--- config.mk ---
export PLATFORM = sky130hd
export DESIGN_NAME = sound_arbiter_flat
export DESIGN_NICKNAME = d
export VERILOG_FILES = /design/src/rtl/sound_arbiter_if.sv /design/src/rtl/sound_arbiter.sv /design/src/flat_wrapper.sv
export SDC_FILE = /design/constraint.sdc
export NUM_CORES = 1
export LEC_CHECK = 0
export ABC_AREA = 1
export CORE_MARGIN = 2
export CORE_UTILIZATION = 50
export CTS_CLUSTER_DIAMETER = 120
export DETAILED_ROUTE_END_ITERATION = 8
export GPL_TIMING_DRIVEN = 0
export PLACE_DENSITY = 0.65
export RECOVER_POWER = 50
export SKIP_CTS_REPAIR_TIMING = 1
export SYNTH_ARGS = -nofsm -noshare
export SYNTH_HDL_FRONTEND = slang
export SYNTH_SLANG_ARGS = --single-unit
--- constraint.sdc ---
create_clock -name clk -period 2.8 [get_ports clk]
set_input_delay 0.56 -clock clk [delete_from_list [all_inputs] [get_ports clk]]
set_output_delay 0.56 -clock clk [all_outputs]
set_load 0.01 [all_outputs]
--- src/rtl/sound_arbiter_if.sv ---
// Buzzer arbiter bus: game/menu event pulses and mute in, buzzer drive and status out.
interface sound_arbiter_if;
   logic       enable;
   logic       req_point;
   logic       req_paddle;
   logic       req_wall;
   logic       req_menu;
   logic       buzzer;
   logic       busy;
   logic [2:0] playing_id;

   modport master (
      output enable, req_point, req_paddle, req_wall, req_menu,
      input  buzzer, busy, playing_id
   );

   modport slave (
      input  enable, req_point, req_paddle, req_wall, req_menu,
      output buzzer, busy, playing_id
   );
endinterface

--- src/rtl/sound_arbiter.sv ---
// Fixed-priority buzzer arbiter (point > paddle > wall > menu); buzzer rises on the edge sampling a request.
// Requests are latched while busy and never stall the sender; repeats of the playing source are coalesced.
module sound_arbiter #(
   parameter int unsigned MS_DIV       = 12000,
   parameter int unsigned PADDLE_HALF  = 6000,
   parameter int unsigned WALL_HALF    = 12000,
   parameter int unsigned MENU_HALF    = 3000,
   parameter int unsigned POINT_HALF_A = 4000,
   parameter int unsigned POINT_HALF_B = 8000,
   parameter int unsigned BEEP_MS      = 40,
   parameter int unsigned POINT_MS     = 120,
   parameter int unsigned GAP_MS       = 20
) (
   input logic            clk,
   input logic            reset,
   sound_arbiter_if.slave bus
);
   typedef enum logic [1:0] {IDLE, TONE, GAP, TONE2} state_t;

   state_t      state;
   logic [3:0]  pending;
   logic [15:0] half_cnt;
   logic [15:0] half_rld;
   logic [15:0] pre_cnt;
   logic [7:0]  dur_cnt;
   logic        buzzer_q;
   logic        busy_q;
   logic [2:0]  id_q;

   logic [3:0]  req;
   logic [3:0]  cand;
   logic [3:0]  grant;
   logic [3:0]  play_mask;
   logic [2:0]  win_id;
   logic [15:0] win_half;
   logic [7:0]  win_ms;
   logic        ms_wrap;
   logic        phase_end;

   always_comb begin
      req      = {bus.req_menu, bus.req_wall, bus.req_paddle, bus.req_point};
      cand     = pending | req;
      grant    = 4'b0000;
      win_id   = 3'd0;
      win_half = 16'd0;
      win_ms   = 8'd0;
      if (cand[0]) begin
         grant    = 4'b0001;
         win_id   = 3'd1;
         win_half = 16'(POINT_HALF_A - 1);
         win_ms   = 8'(POINT_MS);
      end else if (cand[1]) begin
         grant    = 4'b0010;
         win_id   = 3'd2;
         win_half = 16'(PADDLE_HALF - 1);
         win_ms   = 8'(BEEP_MS);
      end else if (cand[2]) begin
         grant    = 4'b0100;
         win_id   = 3'd3;
         win_half = 16'(WALL_HALF - 1);
         win_ms   = 8'(BEEP_MS);
      end else if (cand[3]) begin
         grant    = 4'b1000;
         win_id   = 3'd4;
         win_half = 16'(MENU_HALF - 1);
         win_ms   = 8'(BEEP_MS);
      end
   end

   always_comb begin
      play_mask = 4'b0000;
      case (id_q)
         3'd1:    play_mask = 4'b0001;
         3'd2:    play_mask = 4'b0010;
         3'd3:    play_mask = 4'b0100;
         3'd4:    play_mask = 4'b1000;
         default: play_mask = 4'b0000;
      endcase
   end

   assign ms_wrap   = (pre_cnt == 16'(MS_DIV - 1));
   assign phase_end = ms_wrap && (dur_cnt == 8'd1);

   always_ff @(posedge clk) begin
      if (reset || !bus.enable) begin
         state    <= IDLE;
         pending  <= 4'b0000;
         half_cnt <= 16'd0;
         half_rld <= 16'd0;
         pre_cnt  <= 16'd0;
         dur_cnt  <= 8'd0;
         buzzer_q <= 1'b0;
         busy_q   <= 1'b0;
         id_q     <= 3'd0;
      end else begin
         case (state)
            IDLE: begin
               if (|cand) begin
                  pending  <= cand & ~grant;
                  half_cnt <= win_half;
                  half_rld <= win_half;
                  pre_cnt  <= 16'd0;
                  dur_cnt  <= win_ms;
                  buzzer_q <= 1'b1;
                  busy_q   <= 1'b1;
                  id_q     <= win_id;
                  state    <= TONE;
               end
            end
            default: begin
               pending <= pending | (req & ~play_mask);
               pre_cnt <= ms_wrap ? 16'd0 : pre_cnt + 16'd1;
               if (ms_wrap) begin
                  dur_cnt <= dur_cnt - 8'd1;
               end
               if (state != GAP) begin
                  if (half_cnt == 16'd0) begin
                     half_cnt <= half_rld;
                     buzzer_q <= ~buzzer_q;
                  end else begin
                     half_cnt <= half_cnt - 16'd1;
                  end
               end
               // Phase end overrides the tone toggle and counter updates above.
               if (phase_end) begin
                  pre_cnt <= 16'd0;
                  if (state == TONE && id_q == 3'd1) begin
                     state    <= GAP;
                     buzzer_q <= 1'b0;
                     dur_cnt  <= 8'(GAP_MS);
                  end else if (state == GAP) begin
                     state    <= TONE2;
                     buzzer_q <= 1'b1;
                     half_cnt <= 16'(POINT_HALF_B - 1);
                     half_rld <= 16'(POINT_HALF_B - 1);
                     dur_cnt  <= 8'(POINT_MS);
                  end else begin
                     state    <= IDLE;
                     buzzer_q <= 1'b0;
                     busy_q   <= 1'b0;
                     id_q     <= 3'd0;
                     half_cnt <= 16'd0;
                     half_rld <= 16'd0;
                     dur_cnt  <= 8'd0;
                  end
               end
            end
         endcase
      end
   end

   assign bus.buzzer     = buzzer_q;
   assign bus.busy       = busy_q;
   assign bus.playing_id = id_q;
endmodule
--- src/flat_wrapper.sv ---
// flat-port wrapper written by rule: the top's interface ports become plain ports
module sound_arbiter_flat 
#(
   parameter int unsigned MS_DIV       = 12000,
   parameter int unsigned PADDLE_HALF  = 6000,
   parameter int unsigned WALL_HALF    = 12000,
   parameter int unsigned MENU_HALF    = 3000,
   parameter int unsigned POINT_HALF_A = 4000,
   parameter int unsigned POINT_HALF_B = 8000,
   parameter int unsigned BEEP_MS      = 40,
   parameter int unsigned POINT_MS     = 120,
   parameter int unsigned GAP_MS       = 20
)
  (clk, reset, bus_enable, bus_req_point, bus_req_paddle, bus_req_wall, bus_req_menu, bus_buzzer, bus_busy, bus_playing_id);
  sound_arbiter_if bus_i ();
  input logic clk;
  input logic reset;
  input wire logic [$bits(bus_i.enable)-1:0] bus_enable;
  input wire logic [$bits(bus_i.req_point)-1:0] bus_req_point;
  input wire logic [$bits(bus_i.req_paddle)-1:0] bus_req_paddle;
  input wire logic [$bits(bus_i.req_wall)-1:0] bus_req_wall;
  input wire logic [$bits(bus_i.req_menu)-1:0] bus_req_menu;
  output wire logic [$bits(bus_i.buzzer)-1:0] bus_buzzer;
  output wire logic [$bits(bus_i.busy)-1:0] bus_busy;
  output wire logic [$bits(bus_i.playing_id)-1:0] bus_playing_id;
  assign bus_i.enable = bus_enable;
  assign bus_i.req_point = bus_req_point;
  assign bus_i.req_paddle = bus_req_paddle;
  assign bus_i.req_wall = bus_req_wall;
  assign bus_i.req_menu = bus_req_menu;
  assign bus_buzzer = bus_i.buzzer;
  assign bus_busy = bus_i.busy;
  assign bus_playing_id = bus_i.playing_id;
  sound_arbiter #(.MS_DIV(MS_DIV), .PADDLE_HALF(PADDLE_HALF), .WALL_HALF(WALL_HALF), .MENU_HALF(MENU_HALF), .POINT_HALF_A(POINT_HALF_A), .POINT_HALF_B(POINT_HALF_B), .BEEP_MS(BEEP_MS), .POINT_MS(POINT_MS), .GAP_MS(GAP_MS)) u_core (.clk(clk), .reset(reset), .bus(bus_i));
endmodule
## Word level (Yosys, flattened, before mapping)

Index checks and enable logic that the tools add are counted.

- Register bits: 67
- Bits of input ports: 7
- Output and inout bits: 5

- Add/subtract/negate cells: 3
- Equal/unequal tests: 12
- Multiplexer cells: 60
- Bitwise gates (word level): 7
- Reduce and logical (&&, ||, !) cells: 16

Operators by type and width:

| cell | count |
|---|---|
| two-way mux 16 bit | 16 |
| two-way mux 8 bit | 8 |
| two-way mux 3 bit | 9 |
| two-way mux 4 bit | 6 |
| adder 16 x 1 -> 16 bit, second input constant | 1 |
| == test 16 x 14 -> 1 bit, second input constant | 1 |
| logical NOT 16 bit | 1 |
| one-hot mux 4 bit (4 select lines) | 1 |
| subtractor 16 x 1 -> 16 bit, second input constant | 1 |
| two-way mux 13 bit | 1 |
| two-way mux 12 bit | 1 |
| two-way mux 1 bit | 11 |
| two-way mux 2 bit | 5 |
| nonzero test 3 bit | 3 |
| bitwise AND 4 bit | 2 |
| == test 8 x 1 -> 1 bit, second input constant | 1 |
| inverter 4 bit | 2 |
| OR 4 bit | 2 |
| subtractor 8 x 1 -> 8 bit, second input constant | 1 |
| two-way mux 7 bit | 1 |
| == test 3 x 2 -> 1 bit, second input constant | 2 |
| two-way mux 6 bit | 1 |
| != test 2 bit, second input constant | 3 |
| AND reduction 3 bit | 2 |
| other kinds (14) | 16 |

## Longest topological paths before layout

- Depth in word-level cells: 9
- Mapped depth: 13
- Gate-level depth less buffers: 13

## Least setup slack after synthesis

OpenSTA, ideal clock, no wires.

- Path kind: input-to-reg
- Start: input bus_req_paddle
- End: register u_core.half_rld[8]
- Setup time: 0.128 ns
- Arrival: 1.568 ns
- Data required time: 2.672 ns
- Slack: 1.105 ns
- Stages: 9
- Path buffers: 1
- Path through: nor2_1 -> nand2_1 -> nor2_2 -> nand2_2 -> buf_2 -> nand3_1 -> nand2_1 -> a21oi_1 -> nor2_1

- Longest elaborated chain between the ends: 5
- Elaborated cells between the ends (all ways): 8
- Classes of those cells: 1 x eq/ne; 4 x mux; 1 x bitwise; 2 x reduce/logical

RTL lines:

| element | RTL line | text |
|---|---|---|
| from (decl) | flat_wrapper.sv:20 | `input wire logic [$bits(bus_i.req_paddle)-1:0] bus_req_paddle;` |
| OR 4 bit * | sound_arbiter.sv:42 | `cand = pending \| req;` |
| two-way mux 16 bit | sound_arbiter.sv:52 | `end else if (cand[1]) begin` |
| two-way mux 16 bit | sound_arbiter.sv:47 | `if (cand[0]) begin` |
| two-way mux 16 bit | sound_arbiter.sv:98 | `if (\|cand) begin` |
| two-way mux 16 bit | sound_arbiter.sv:96 | `case (state)` |
| to (signal assigned) | sound_arbiter.sv:101 | `half_rld <= win_half;` |
| to (signal assigned) | sound_arbiter.sv:135 | `half_rld <= 16'(POINT_HALF_B - 1);` |
| to (decl) | sound_arbiter.sv:23 | `logic [15:0] half_rld;` |

Mark *: on every way between the ends. The rest lies on a longest branch, timed or not. The select of a mux whose other input is x is not followed.
A chain may end at the register's enable or synchronous reset.

## Final worst setup path

- Start: input bus_enable
- End: register u_core.pending[1]

- Longest elaborated chain between the ends: 2

RTL lines:

| element | RTL line | text |
|---|---|---|
| from (decl) | flat_wrapper.sv:18 | `input wire logic [$bits(bus_i.enable)-1:0] bus_enable;` |
| logical NOT 1 bit | sound_arbiter.sv:85 | `if (reset \|\| !bus.enable) begin` |
| logical OR 1 bit | sound_arbiter.sv:85 |  |
| to (signal assigned) | sound_arbiter.sv:99 | `pending <= cand & ~grant;` |
| to (signal assigned) | sound_arbiter.sv:111 | `pending <= pending \| (req & ~play_mask);` |
| to (decl) | sound_arbiter.sv:21 | `logic [3:0] pending;` |

Every way passes these cells.

==> results.sh <==
export IMPL_status="completed"
export IMPL_antenna_left=0
export IMPL_dieHeight_um=90.9
export IMPL_crit_slowest_cell="nor2_1"
export IMPL_crit_chain="dlygate4sd3_1 > inv_1 > nor2_1 > inv_1 > clkbuf_1 > nor4_1"
export IMPL_yosysTopAreaCellShare_pct=31.8
export IMPL_worst_hold_path_num_cells=2
export IMPL_grt_ovfl_total=0
export IMPL_crit_required_ns=3.05
export IMPL_reg2reg_slack_ns=0.78
export IMPL_core_um2=7290
export IMPL_rsz0062_at_grt="no"
export IMPL_drt_wirelength_per_cell_um=14.7
export IMPL_relSlewSlack_pct=52.2
export IMPL_globalplace_congestion=0.929
export IMPL_power_frac_clock_pct=33.7
export IMPL_clock_skew_ns=0.00903
export IMPL_slew_violations=0
export IMPL_avgSynthCellArea_um2=6.42
export IMPL_min_path_type="register to register"
export IMPL_hpwl_um=7550
export IMPL_r2r_end="u_core.dur_cnt[7]$_SDFFE_PP0P_"
export IMPL_cp_arrival_ns=2.60
export IMPL_cts_htree_levels=3
export IMPL_port_buffers=11
export IMPL_syn_area_um2=3780
export IMPL_route_detailed_drc=0
export IMPL_min_period_ns=2.34
export IMPL_worst_pin_slew_ns=0.714
export IMPL_ys_ff_latch=60
export IMPL_num_vias=3902
export IMPL_drv_cap=0
export IMPL_track_usage_pct=26.3
export IMPL_whs_endpoint="u_core.half_rld[12]$_SDFFE_PP0P_"
export IMPL_whs_ns=0.451
export IMPL_swShare_pct=32.8
export IMPL_yosys_area_top_type="dfxtp_1"
export IMPL_setup_tns_final_ns=0
export IMPL_grt_pass1_vias=3544
export IMPL_cts_tree="built"
export IMPL_antenna_found_initial=0
export IMPL_first_pass_iters=5
export IMPL_crit_top_cell="inv_1"
export IMPL_power_density_nw_per_um2=491
export IMPL_antenna_cells=0
export IMPL_netlist_top_cells_area="dfxtp_1 (32%), nand2_1 (14%), a21oi_1 (8.5%)"
export IMPL_worst_path_max_fanout=10
export IMPL_mostFrequentLayoutCell="nand2_1"
export IMPL_cp_start_kind="primary input"
export IMPL_ios=12
export IMPL_yosys_warnings=0
export IMPL_ir_drop_v=0.000269
export IMPL_seqPwrFrac_pct=45.1
export IMPL_start_util_pct=51.8
export IMPL_synth_cells=589
export IMPL_clock_sinks=60
export IMPL_viasPerCell=5.46
export IMPL_hold_start="u_core.half_rld[12]$_SDFFE_PP0P_"
export IMPL_dpl_cell_count=699
export IMPL_die_x_um=90.9
export IMPL_p_int_mw=1.37
export IMPL_routed_wl_um=10500
export IMPL_crit_type="primary input to register"
export IMPL_combPwrFrac_pct=21.3
export IMPL_nFillCells=782
export IMPL_grt_max_degree=11
export IMPL_syn_to_final_growth_pct=10.2
export IMPL_p_leak_nw=1.80
export IMPL_first_iter_violations=321
export IMPL_cts_buffers=9
export IMPL_ys_seq_area_share_pct=31.8
export IMPL_layout_common_cells="nand2_1 (145), nor2_1 (68), a21oi_1 (64), dfxtp_1 (60), inv_1 (52)"
export IMPL_hold_viol_final=0
export IMPL_p_sw_mw=0.672
export IMPL_clk_pin_slew_ns=0.07
export IMPL_synth_cell_types=42
export IMPL_reg2reg_depth=12
export IMPL_finalSetupViolCount=0
export IMPL_max_freq_mhz=427
export IMPL_fin_crit_sh_pct=83.6
export IMPL_clkLatencyLatePin_ns=0.35
export IMPL_grt_pass1_wl_um=17400
export IMPL_cts_root_buf="clkbuf_8"
export IMPL_drive_gt1_share_pct=11.7
export IMPL_fin_nets=622
export IMPL_rr_startpoint="u_core.pre_cnt[0]$_SDFFE_PP0P_"
export IMPL_max_stage_delay_ns=0.54
export IMPL_end_kind="register"
export IMPL_syn_nets=600
export IMPL_cts_buffer_depth=2
export IMPL_fin_cells=715
export IMPL_core_rowCount=31
export IMPL_die_area_um2=8270
[per-layer routing]
layer | wire, µm | GRT usage [%]
met4 | 209 | 9.34
met5 | 0 | 0
met3 | 771 | 4.07
met1 | 5030 | 38.0
met2 | 4470 | 39.8
[worst max-delay path: cells and delay by family]
family        cells  cell delay [ns]
buf+inv           4             1.18
simple gates      2             0.86
[synthesized netlist by cell type, drive strengths merged]
library cell and count:
o21bai 1, a31oi 1, o211ai 2, nand2 165
clkbuf 8, buf 7, o22ai 2, nor4 4
ha 4, o41ai 1, nand4 9, a21o 2
o31ai 1, nor2 81, and3 2, xor2 8
nand3b 1, dfxtp 60, clkinv 5, a211oi 2
nand3 48, o21ai 39, a2111oi 1, a21oi 64
xnor2 3, inv 63, nor3 5
[cells by family after synthesis]
| family | synth area share, % |
|---|---|
| xor+xnor | 2.55 |
| simple gates | 39.0 |
| flops | 31.8 |
| fa+ha+maj | 1.32 |
| buf+inv | 9.20 |
| compound gates | 16.2 |
[power groups by stage]
stage	Combinational, mW	Sequential [mW]	Clock, mW
floorplan	0.329	0.933	0
global placement	0.426	0.940	0
detailed placement	0.431	0.941	0
CTS	0.434	0.921	0.704
global route	0.495	0.926	0.740
finish	0.435	0.922	0.689
[area by class of cell]
class | count | area (µm²) | area share, %
multi-input combinational | 446 | 2220 | 53.2
sequential | 60 | 1200 | 28.8
inverter | 68 | 262 | 6.28
clock buffer | 11 | 141 | 3.39
tap | 99 | 124 | 2.97
timing repair buffer | 11 | 110 | 2.64
buffer | 15 | 85.1 | 2.04
clock inverter | 5 | 27.5 | 0.661
[sequential cells by signal, summed over array words and instances, names as in the netlist, 3 cells and up, named ones only]
signal,flops
u_core.pre_cnt,16
u_core.dur_cnt,8
u_core.half_rld,9
u_core.pending,4
u_core.bus.playing_id,3
u_core.half_cnt,16
[through the flow]
stage / setup WS, ns / total power [mW] / utilization [%] / instance area [µm²]
after floorplan: 1.10 / 1.26 / - / 3780
after global placement: 0.164 / 1.37 / 55.0 / 4010
after global routing: 0.268 / 2.16 / 57.1 / 4170
final: 0.458 / 2.05 / 57.1 / 4170
after detailed placement: 0.153 / 1.37 / 55.0 / 4010
after CTS: 0.519 / 2.06 / 57.4 / 4180
[how the worst max path moves through the flow]
stage	startpoint	end	slack, ns	cells past startpoint
floorplan	bus_req_paddle	u_core.half_rld[8]$_SDFFE_PP0P_	1.10	9
global placement	bus_enable	u_core.pending[1]$_SDFFE_PP0P_	0.16	6
detailed placement	bus_enable	u_core.pending[1]$_SDFFE_PP0P_	0.15	6
CTS	bus_enable	u_core.pending[1]$_SDFFE_PP0P_	0.52	6
global route	bus_enable	u_core.pending[1]$_SDFFE_PP0P_	0.27	6
finish	bus_enable	u_core.pending[1]$_SDFFE_PP0P_	0.46	6
(Power assumes the default switching activity.)
